`src/rtl/mem_arbiter_pkg.sv`:
```
// Shared definitions for the IF/DM memory arbiter: read-owner state encodings
// and the default starvation limit.
package mem_arbiter_pkg;

  typedef enum logic [1:0] {
    ARB_IDLE  = 2'b00,
    ARB_RD_IF = 2'b01,
    ARB_RD_DM = 2'b10
  } arb_state_e;

  localparam int unsigned STARVE_MAX_DEF = 4;

endpackage

```
`src/rtl/mem_arb_starve_cnt.sv`:
```
// Saturating count of consecutive cycles a requester was denied; at_max flags
// that the requester must win the next arbitration.
module mem_arb_starve_cnt
  import mem_arbiter_pkg::*;
#(
  parameter int unsigned STARVE_MAX = STARVE_MAX_DEF
) (
  input  logic clk,
  input  logic rst,
  input  logic req,
  input  logic gnt,
  output logic at_max
);

  localparam logic [3:0] CNT_MAX = 4'(STARVE_MAX);

  logic [3:0] cnt;

  always_ff @(posedge clk or negedge rst) begin
    if (!rst) begin
      cnt <= '0;
    end else if (gnt || !req) begin
      cnt <= '0;
    end else if (cnt != CNT_MAX) begin
      cnt <= cnt + 4'd1;
    end
  end

  assign at_max = (cnt == CNT_MAX);

endmodule

```
`src/rtl/mem_arbiter.sv`:
```
// Two-port (IF/DM) arbiter in front of a single-port synchronous RAM.
// Optional wait-cycle counters are enabled by defining MEM_ARB_PERF_EN.
module mem_arbiter
  import mem_arbiter_pkg::*;
#(
  parameter int unsigned ADDR_W     = 32,
  parameter int unsigned DATA_W     = 32,
  parameter int unsigned STARVE_MAX = STARVE_MAX_DEF
) (
  input  logic                  clk,
  input  logic                  rst,
  input  logic                  if_req,
  input  logic [ADDR_W-1:0]     if_addr,
  output logic                  if_gnt,
  output logic                  if_rvalid,
  output logic [DATA_W-1:0]     if_rdata,
  input  logic                  dm_req,
  input  logic [DATA_W/8-1:0]   dm_wea,
  input  logic [ADDR_W-1:0]     dm_addr,
  input  logic [DATA_W-1:0]     dm_wdata,
  output logic                  dm_gnt,
  output logic                  dm_rvalid,
  output logic [DATA_W-1:0]     dm_rdata,
  output logic                  ram_ena,
  output logic [DATA_W/8-1:0]   ram_wea,
  output logic [ADDR_W-1:0]     ram_addr,
  output logic [DATA_W-1:0]     ram_wdata,
`ifdef MEM_ARB_PERF_EN
  output logic [31:0]           perf_if_wait,
  output logic [31:0]           perf_dm_wait,
`endif
  input  logic [DATA_W-1:0]     ram_rdata
);

  arb_state_e state, state_nxt;
  logic       if_at_max;

  mem_arb_starve_cnt #(
    .STARVE_MAX(STARVE_MAX)
  ) u_starve (
    .clk   (clk),
    .rst   (rst),
    .req   (if_req),
    .gnt   (if_gnt),
    .at_max(if_at_max)
  );

  // DM has priority unless IF has been starved for STARVE_MAX cycles;
  // nothing is granted while reset is held.
  assign if_gnt = rst & if_req & (~dm_req | if_at_max);
  assign dm_gnt = rst & dm_req & ~if_gnt;

  always_comb begin
    ram_ena   = 1'b0;
    ram_wea   = '0;
    ram_addr  = '0;
    ram_wdata = '0;
    if (if_gnt) begin
      ram_ena  = 1'b1;
      ram_addr = if_addr;
    end else if (dm_gnt) begin
      ram_ena   = 1'b1;
      ram_wea   = dm_wea;
      ram_addr  = dm_addr;
      ram_wdata = dm_wdata;
    end
  end

  always_ff @(posedge clk or negedge rst) begin
    if (!rst) begin
      state <= ARB_IDLE;
    end else begin
      state <= state_nxt;
    end
  end

  always_comb begin
    state_nxt = ARB_IDLE;
    if (if_gnt) begin
      state_nxt = ARB_RD_IF;
    end else if (dm_gnt && dm_wea == '0) begin
      state_nxt = ARB_RD_DM;
    end
  end

  assign if_rvalid = (state == ARB_RD_IF);
  assign dm_rvalid = (state == ARB_RD_DM);
  assign if_rdata  = if_rvalid ? ram_rdata : '0;
  assign dm_rdata  = dm_rvalid ? ram_rdata : '0;

`ifdef MEM_ARB_PERF_EN
  always_ff @(posedge clk or negedge rst) begin
    if (!rst) begin
      perf_if_wait <= '0;
      perf_dm_wait <= '0;
    end else begin
      if (if_req && !if_gnt) perf_if_wait <= perf_if_wait + 32'd1;
      if (dm_req && !dm_gnt) perf_dm_wait <= perf_dm_wait + 32'd1;
    end
  end
`endif

endmodule

```
`config.mk`:
```
export PLATFORM = sky130hd
export DESIGN_NAME = mem_arbiter
export DESIGN_NICKNAME = d
export VERILOG_FILES = /design/src/rtl/mem_arbiter_pkg.sv /design/src/rtl/mem_arb_starve_cnt.sv /design/src/rtl/mem_arbiter.sv
export SDC_FILE = /design/constraint.sdc
export NUM_CORES = 1
export LEC_CHECK = 0
export CELL_PAD_IN_SITES_DETAIL_PLACEMENT = 0
export CELL_PAD_IN_SITES_GLOBAL_PLACEMENT = 2
export CORE_UTILIZATION = 10
export CTS_CLUSTER_SIZE = 20
export DETAILED_ROUTE_END_ITERATION = 12
export PLACE_DENSITY_LB_ADDON = 0.1
export SLEW_MARGIN = 20
export SYNTH_ARGS = -nofsm -noshare
export SYNTH_HDL_FRONTEND = slang
export SYNTH_SLANG_ARGS = --single-unit
```
`constraint.sdc`:
```
create_clock -name clk -period 2.42 [get_ports clk]
set_input_delay 0.484 -clock clk [delete_from_list [all_inputs] [get_ports clk]]
set_output_delay 0.484 -clock clk [all_outputs]
set_load 0.05 [all_outputs]
```
==> metrics, run 1 <==
die width=121 µm; reg2reg end=u_starve.cnt[2]; initial antenna violation count=0; Final ANT Viol Nets=0; Initial DRC Count=36; # hold bufs at CTS=0; CTS root buf=clkbuf_16; final core utilization=43.4%; CP Class=flip-flop to primary output; drt total wl=9640 µm; Yosys top cell by area=and2_1; Mapped Area=1410 µm²; Num CTS Buffers=3; First-pass DRT Iterations=4; Avg Cell Area, Syn=7.76 µm²; total congestion overflow=0; Worst Hold Class=input port to async pin; Hold WS=0.372 ns; placed insts=625; later-pin clock latency in the skew report=0.22 ns; crit path time final=2.35 ns; Worst EP arrival=1.87 ns; CTS tree=yes; top cell type's share of synthesized area=44.7%; CTS HTree Levels=1; DR WL/cell=15.1 µm; Clock Skews=0.000169 ns; Pwr Density=248 nW/µm²; Final Instance Area=5990 µm²; critical path's largest stage delay=0.35 ns; Vias=2453; core area=13800 µm²; clock sinks=6; Vias per Instance=3.85; Pwr Total=1.49 mW; Finish-stage setup viols=0; area grow syn2layout=324%; CP cell instances=inv_2, ha_2, and3b_2, a21oi_4, buf_12, buf_12, a22o_1, buf_12; WP depth=8; IR drop worst, VDD=182 µV; # IOs=273; Die H=121 µm; DR DRC count=0; clock slew at reported path FFs=0.03 ns; first-pass GRT wire length=13700 µm; max-cap viol count=0; Most Frequent Cell on Critical Path=buf_12; diode count=0; critical-path cell with the highest stage delay=dfrtp_1; synth unique cells=24; PortBufs=272; RSZ-0062 raised after global routing=true; Clock Path Buffers=2; initial core utilization=10.2%; Worst slew margin=70.8%; Tcrit/Tclk final=97.3%; overall global routing resource usage=12.2%; RR Startpoint=u_starve.cnt[0]; commonest non-fill, non-tap cell in the layout=buf_12; Final Hold Fails=0; actual slew at the worst max-slew pin=0.434 ns; vias in the first global route=2432; Detailed Place HPWL=8120 µm; Cell Count, Final, Fillers Out=637; Ys Warns=0; Slew Limit Fails=0; endpoint class of the critical path=primary output; family with the most delay on the worst path=buffers and inverters; Critical Path RT=1.94 ns; Buf/Inv on CP=4; dpl cell area=5700 µm²; Rows=43; fmax=0.425 GHz; most frequent cells in the layout=142 x buf_12, 133 x clkdlybuf4s50_1, 97 x and2_1, 19 x a22o_2, 10 x buf_4; Seq cells post-synth=6; nets=597; Max Fanout on Critical Path=19; post-synthesis sequential area ratio=10.6%; Worst setup SP type=flip-flop; setup slack, reg-to-reg=0.81 ns; largest cells by area after synthesis=and2_1 45%, a22o_2 20%, dfrtp_1 11%; Reg2Reg Depth=6; layout cells sized above 1=42.5%; status=complete, no violations; static leakage=2.47 nW; Synthesized Nets=320; cells after synthesis=182; largest net degree at the start of global routing=35; die area=14600 µm²; GP Congestion=0.718
per-stage QoR:
| step | setup WS, ns | TNS [ns] |
|---|---|---|
| 2_1_floorplan | 0.0783 | 0 |
| 3_3_place_gp | -0.0318 | -0.0361 |
| 3_5_place_dp | -0.0297 | -0.0297 |
| 4_1_cts | 0.0105 | 0 |
| 5_1_grt | -0.0169 | -0.0624 |
| 6_report | 0.0653 | 0 |
how the worst max path moves through the flow:
stage	from	endpoint	slack [ns]
after floorplan	u_starve.cnt[0]	ram_wdata[26]	0.08
after global placement	rst	ram_wdata[6]	-0.03
after detailed placement	rst	ram_wdata[6]	-0.03
after CTS	if_req	ram_addr[25]	0.01
after global routing	u_starve.cnt[0]	ram_addr[30]	-0.02
final	u_starve.cnt[0]	ram_addr[22]	0.07
report_power, final:
part	switching, mW	internal [mW]
logic	0.504	0.610
registers	0.00348	0.106
clock network	0.0501	0.212
state kept, by name, indices dropped and copies added, names as in the netlist:
name and flops:
u_starve.cnt 4, state 2
area by class of cell:
type                       count  area (µm²)
multi-input combinational    156        1210
timing repair buffer         289        4320
inverter                       3        11.3
fill                        1292        7830
sequential                     6         150
tap                          180         225
clock buffer                   3        75.1
worst reg2reg max path: stages (launching register included):
cell      delay, ns
dfrtp_1        0.38
inv_2          0.08
ha_2           0.19
nand3b_1       0.17
buf_4          0.19
a21boi_0       0.37
a211oi_1       0.10
repair_timing:
item	CTS	global route
buffers inserted	4	3
pin swaps	2	2
gates resized for setup	5	15
gates cloned	1	2
endpoints found under the setup margin	68	57
kinds of logic (layout without fill, tap and decap cells):
family / count (synthesis) / after routing / share of synthesized area [%]
AOI/OAI and AO/OA: 37 / 37 / 25.7
xor gates and xnor gates: 2 / 2 / 1.24
adders and majority gates: 2 / 2 / 1.77
buffers and inverters: 20 / 295 / 9.83
DFF: 6 / 6 / 10.6
muxes: 2 / 2 / 1.42
and+or+nand+nor: 113 / 113 / 49.4
cell usage after synthesis:
master and count:
nor3_1 3, nand2_1 2, nor4_1 1, ha_1 2, nor2_1 1, xnor2_1 2, a21oi_2 1, nand3_1 1
buf_6 8, clkbuf_1 6, and3b_1 1, nor2b_1 2, dfrtp_1 6, inv_1 3, nand3b_1 1, a21oi_4 1
and2_1 101, a211oi_1 1, buf_2 3, o21a_1 1, a22o_1 4, a21boi_0 1, a22o_2 28, mux2i_1 2
routing by layer:
metal  wire, µm  global-route usage, %
met2       5470                   25.1
met1       3100                   11.7
met3        952                   3.67
met5          0                      0
met4        112                   2.31
(Power assumes the default switching activity.)
==> run 2, diff against run 1 <==
SYNTH_HIERARCHICAL = 1   (was default)
==> run 2 against run 1 <==
Flip-flop and latch count did not move. Cell count is 0.78% lower. Fmax shrank 0.37%. Via count decreased by 2.5%. Synthesized cell count shrank 1.1%. Synthesized area shrank 7.9%.
==> metrics, run 2 <==
actual slew at the worst max-slew pin=0.303 ns (was 0.434 ns); DR WL/cell=16.2 µm (was 15.1 µm); Switching Power=0.603 mW (was 0.558 mW); static leakage=2.53 nW (was 2.47 nW); clock sinks=6 (unchanged); post-synthesis sequential area ratio=11.5% (was 10.6%); core area=12700 µm² (was 13800 µm²); Initial DRC Count=23 (was 36); cells after synthesis=180 (was 182); Pint=0.967 mW (was 0.928 mW); Rows=41 (was 43); Pwr Total=1.57 mW (was 1.49 mW); met2 WL=5720 µm (was 5470 µm); die area=13500 µm² (was 14600 µm²); vias in the first global route=2390 (was 2432); largest cells by area after synthesis=and2_1 49%, a22o_1 22%, dfrtp_1 12% (was and2_1 45%, a22o_2 20%, dfrtp_1 11%); Clock Skews=0.000170 ns (was 0.000169 ns); Worst EP arrival=1.88 ns (was 1.87 ns); PortBufs=272 (unchanged); Die H=116 µm (was 121 µm); # IOs=273 (unchanged); GP Congestion=0.741 (was 0.718); largest net degree at the start of global routing=34 (was 35); most numerous cell in the Yosys netlist=and2_1 (unchanged); initial core utilization=10.3% (was 10.2%); Final Hold Fails=0 (unchanged); Top Registers=u_starve/cnt (4), state (2) (was u_starve.cnt (4), state (2)); most frequent cells in the layout=139 x buf_12, 133 x clkdlybuf4s50_1, 92 x and2_1, 15 x a22o_4, 15 x buf_4 (was 142 x buf_12, 133 x clkdlybuf4s50_1, 97 x and2_1, 19 x a22o_2, 10 x buf_4); Vias=2392 (was 2453); setup slack, reg-to-reg=0.75 ns (was 0.81 ns); Critical Path RT=1.94 ns (about the same); placed insts=617 (was 625); Top reg by flops=u_starve/cnt (was u_starve.cnt); Tcrit/Tclk final=97.7% (was 97.3%); M1 WL=3200 µm (was 3100 µm); Pwr Density=260 nW/µm² (was 248 nW/µm²); DR DRC count=0 (unchanged); Slew Limit Fails=0 (unchanged); Max Fanout on Critical Path=12 (was 19); later-pin clock latency in the skew report=0.23 ns (was 0.22 ns); initial antenna violation count=0 (unchanged); Num CTS Buffers=3 (unchanged); commonest non-fill, non-tap cell in the layout=buf_12 (unchanged); top cell type's share of synthesized area=48.6% (was 44.7%); CTS root buf=clkbuf_16 (unchanged); Top Metal Used=met4 (unchanged); Seq cells post-synth=6 (unchanged); Post-synth EDFFs=0 (unchanged); IR drop worst, VDD=238 µV (was 182 µV); power share of the combinational group=75.8% (was 75.0%); CTS HTree Levels=1 (unchanged); Yosys top cell by area=and2_1 (unchanged); layout cells sized above 1=43.0% (was 42.5%); first-pass GRT wire length=13900 µm (was 13700 µm); RSZ-0062 raised after global routing=true (unchanged); clock slew at reported path FFs=0.03 ns (about the same); overall global routing resource usage=14.0% (was 12.2%); top_reg_cell synth=dfrtp_1 (unchanged); Detailed Place HPWL=8480 µm (was 8120 µm); Worst Hold Class=input port to async pin (unchanged); Post-synth ARST share=100% (unchanged); clock power share=16.9% (was 17.6%); crit path time final=2.36 ns (was 2.35 ns); die width=116 µm (was 121 µm); CP Class=input port to primary output (was flip-flop to primary output); Vias per Instance=3.78 (was 3.85); Flop pwr share=7.3% (was 7.4%); Worst slew margin=79.8% (was 70.8%); Avg Cell Area, Syn=7.23 µm² (was 7.76 µm²); Hold WS=0.251 ns (was 0.372 ns); drt total wl=10200 µm (was 9640 µm); area grow syn2layout=364% (was 324%); nets=600 (was 597); endpoint class of the critical path=primary output (unchanged); Final ANT Viol Nets=0 (unchanged); First-pass DRT Iterations=3 (was 4); max-cap viol count=0 (unchanged); Worst setup SP type=input port (was flip-flop); # hold bufs at CTS=0 (unchanged); fmax=0.423 GHz (was 0.425 GHz); top cells by count, synth=101 x and2_1, 32 x a22o_1, 9 x buf_2, 6 x dfrtp_1 (was 101 x and2_1, 28 x a22o_2, 8 x buf_6, 6 x clkbuf_1, 6 x dfrtp_1); status=complete, no violations (unchanged); Mapped Area=1300 µm² (was 1410 µm²); Clock Path Buffers=2 (unchanged); wire length on met3=1180 µm (was 952 µm); max reg flops=4 (unchanged); diode count=0 (unchanged); Switching Share=38.4% (was 37.6%); CTS tree=yes (unchanged); Synthesized Nets=318 (was 320); total congestion overflow=0 (unchanged); Ys Warns=6 (was 0); Finish-stage setup viols=0 (unchanged); synth unique cells=22 (was 24); Cell Count, Final, Fillers Out=632 (was 637)
==> run 2: logic make-up after synthesis <==
kind of cell | synth area share [%]
buf+inv | 6.92
fa+ha+maj | 1.92
simple gates | 53.0
xor+xnor | 2.02
compound gates | 23.8
mux | 0.769
flops | 11.5
==> run 2: final cells by class <==
cell class	count	area (µm²)
sequential	6	150
clock buffer	3	75.1
inverter	4	15.0
timing repair buffer	293	4340
multi-input combinational	154	1240
tap	172	215
fill	1221	6640
==> run 2: worst max-delay path: stages <==
cell             delay (ns)
clkdlybuf4s50_1        0.48
buf_4                  0.14
a21oi_4                0.06
buf_4                  0.16
clkbuf_16              0.18
a22o_4                 0.24
buf_12                 0.15
==> run 2: path summary, 6_finish.rpt <==
path                                 startpoint              end  cells past startpoint
worst max-delay path                     if_req      ram_addr[9]                      7
worst min-delay path                        rst  u_starve/cnt[2]                      2
worst max register to register  u_starve/cnt[0]  u_starve/cnt[3]                     11
worst min register to register  u_starve/cnt[3]  u_starve/cnt[3]                      2
max in group asynchronous                   rst  u_starve/cnt[0]                      2
min in group clk                u_starve/cnt[3]  u_starve/cnt[3]                      2
==> run 2: power by group through the flow <==
stage | combinational [mW] | sequential, mW | clock, mW
finish | 1.19 | 0.114 | 0.266
global route | 1.24 | 0.116 | 0.278
CTS | 1.16 | 0.114 | 0.274
detailed placement | 1.12 | 0.119 | 0
global placement | 1.11 | 0.119 | 0
floorplan | 0.445 | 0.117 | 0
==> run 2: per-stage QoR <==
step                 TNS, ns  util (%)  area (µm²)  setup slack, ns
global route          -0.185      47.6        6040          -0.0215
floorplan                  0         -        1310           0.0341
detailed placement  -0.00899      44.6        5650         -0.00508
finish                     0      47.6        6040           0.0566
global placement     -0.0139      44.6        5650         -0.00908
CTS                  -0.0131      46.3        5860         -0.00396
==> run 2: per-layer routing <==
layer	vias to the layer above	global-route usage, %
li1	1164	-
met1	1059	12.7
met2	161	29.1
met3	8	5.23
met4	0	2.74
met5	-	0
==> run 2: repair_timing <==
action,in CTS,in global routing
resized for setup,8,24
endpoints found under the setup margin,32,68
pin swaps,1,3
cloned,2,1
setup buffers,8,1
==> run 3, diff against run 2 <==
CTS_CLUSTER_SIZE = 28   (was 20)
SETUP_SLACK_MARGIN = 0.15   (was default)
==> run 3 against run 2 <==
Total power grew 6.3%. Highest routed layer unchanged. Combinational power grew 8%. Die area is the same. Design area grew 7.2%.
==> metrics, run 3 (synthesis results as in run 2) <==
status=complete, no violations (unchanged); Final Instance Area=6470 µm² (was 6040 µm²); crit path time final=2.31 ns (was 2.36 ns); clock slew at reported path FFs=0.03 ns (about the same); Hold WS=0.356 ns (was 0.251 ns); layout cells sized above 1=52.2% (was 43.0%); critical path's largest stage delay=0.35 ns (was 0.48 ns); endpoint class of the critical path=primary output (unchanged); Slew Limit Fails=0 (unchanged); setup TNS=0 ns (unchanged); Worst Hold Class=input port to async pin (unchanged); Worst EP arrival=1.83 ns (was 1.88 ns); Finish-stage setup viols=0 (unchanged); largest net degree at the start of global routing=34 (unchanged); Final ANT Viol Nets=0 (unchanged); Top Registers=u_starve/cnt (4), state (2) (unchanged); Top reg by flops=u_starve/cnt (unchanged); final core utilization=51.1% (was 47.6%); Reg2Reg Depth=10 (was 11); Worst setup SP type=flip-flop (was input port); max-cap viol count=0 (unchanged); PortBufs=272 (unchanged); Buf/Inv on CP=5 (unchanged); CTS tree=yes (unchanged); dpl cell area=5690 µm² (was 5650 µm²); First-pass DRT Iterations=3 (unchanged); initial antenna violation count=0 (unchanged); Pwr Density=258 nW/µm² (was 260 nW/µm²); GP Congestion=0.714 (was 0.741); Vias per Instance=3.87 (was 3.78); critical-path cell with the highest stage delay=dfrtp_1 (was clkdlybuf4s50_1); fmax=0.433 GHz (was 0.423 GHz); later-pin clock latency in the skew report=0.22 ns (was 0.23 ns); static leakage=2.75 nW (was 2.53 nW); diode count=0 (unchanged); reg2reg end=u_starve/cnt[0] (was u_starve/cnt[3]); initial core utilization=10.3% (unchanged); met3 Use GR=5.13% (was 5.23%); Max Fanout on Critical Path=8 (was 12); placed insts=617 (unchanged); DR DRC count=0 (unchanged); Worst Slack Setup Final=0.111 ns (was 0.0566 ns); Detailed Place HPWL=8270 µm (was 8480 µm); core area=12700 µm² (unchanged); Final Hold Fails=0 (unchanged); CP Class=flip-flop to primary output (was input port to primary output); total congestion overflow=0 (unchanged); CP cell instances=inv_2, ha_1, nand3b_1, inv_2, a21oi_4, buf_12, clkbuf_16, and2_4, buf_12 (was clkdlybuf4s50_1, buf_4, a21oi_4, buf_4, clkbuf_16, a22o_4, buf_12); DR WL/cell=17.1 µm (was 16.2 µm); nets=609 (was 600); actual slew at the worst max-slew pin=0.297 ns (was 0.303 ns); die area=13500 µm² (unchanged); clock sinks=6 (unchanged); first-pass GRT wire length=14500 µm (was 13900 µm); RSZ-0062 raised after global routing=true (unchanged); CTS HTree Levels=1 (unchanged); Initial DRC Count=50 (was 23); # IOs=273 (unchanged); M2 GR Usage=29.0% (was 29.1%); Critical Path RT=1.94 ns (about the same); Pwr Total=1.67 mW (was 1.57 mW); # hold bufs at CTS=0 (unchanged); Tcrit/Tclk final=95.4% (was 97.7%); Cell Count, Final, Fillers Out=641 (was 632); RR Startpoint=u_starve/cnt[1] (was u_starve/cnt[0]); Die H=116 µm (unchanged); commonest non-fill, non-tap cell in the layout=buf_12 (unchanged); drt total wl=11000 µm (was 10200 µm); Num CTS Buffers=3 (unchanged); Clock Path Buffers=2 (unchanged); Vias=2479 (was 2392); grt met1 use=13.9% (was 12.7%); overall global routing resource usage=14.4% (was 14.0%); worst slack, placed=-0.0139 ns (was -0.00508 ns); die width=116 µm (unchanged); setup slack, reg-to-reg=0.74 ns (was 0.75 ns); Rows=41 (unchanged); family with the most delay on the worst path=buffers and inverters (unchanged); most frequent cells in the layout=140 x buf_12, 132 x clkdlybuf4s50_1, 65 x and2_1, 36 x and2_4, 32 x a22o_4 (was 139 x buf_12, 133 x clkdlybuf4s50_1, 92 x and2_1, 15 x a22o_4, 15 x buf_4); CTS root buf=clkbuf_16 (unchanged); Most Crowded Layer GR=met2 (unchanged); vias in the first global route=2582 (was 2390); max reg flops=4 (unchanged); IR drop worst, VDD=137 µV (was 238 µV); Clock Skews=0.00109 ns (was 0.000170 ns); Worst slew margin=80.2% (was 79.8%); area grow syn2layout=397% (was 364%)
-- run 3: area by class of cell --
cell class / instances / area (µm²)
multi-input cells: 154 / 1450
inverters: 4 / 15.0
well taps: 172 / 215
repair buffers: 302 / 4560
fillers: 1141 / 6200
flip-flops and latches: 6 / 150
clock buffers: 3 / 75.1
-- run 3: report_power, final --
part           switching, mW  internal (mW)  total [mW]
registers            0.00601          0.110       0.116
logic                  0.575          0.717        1.29
clock network         0.0504          0.212       0.262
total                  0.631           1.04        1.67
-- run 3: repair_timing --
| item | in CTS | in global routing |
|---|---|---|
| cloned | 5 | 5 |
| pin swaps | 16 | 32 |
| endpoints found under the setup margin | 68 | 69 |
| buffers inserted | 9 | 2 |
| gates resized for setup | 36 | 49 |
-- run 3: how the worst max path moves through the flow --
stage,start,to,slack [ns],cells after the start
after floorplan,u_starve/cnt[0],ram_wdata[26],0.15,7
after global placement,rst,ram_wdata[8],-0.0009,6
after detailed placement,rst,ram_addr[28],-0.01,6
after CTS,u_starve/cnt[0],ram_addr[31],0.11,10
after global routing,u_starve/cnt[0],ram_addr[28],0.02,10
final,u_starve/cnt[0],ram_wdata[10],0.11,9
-- run 3: worst register-to-register path, stage by stage (launching register included) --
cell and delay [ns]:
dfrtp_1 0.37, inv_1 0.06, ha_1 0.13, nand3b_1 0.11
inv_2 0.12, inv_2 0.05, a21oi_4 0.16, buf_6 0.15
buf_8 0.14, nand2b_1 0.19, nor2_1 0.07
-- run 3: routing by layer --
metal	wire length, µm	share of wire (%)
met1	3600	33
met2	6070	55
met3	1210	11
met4	113	1.0
met5	0	0
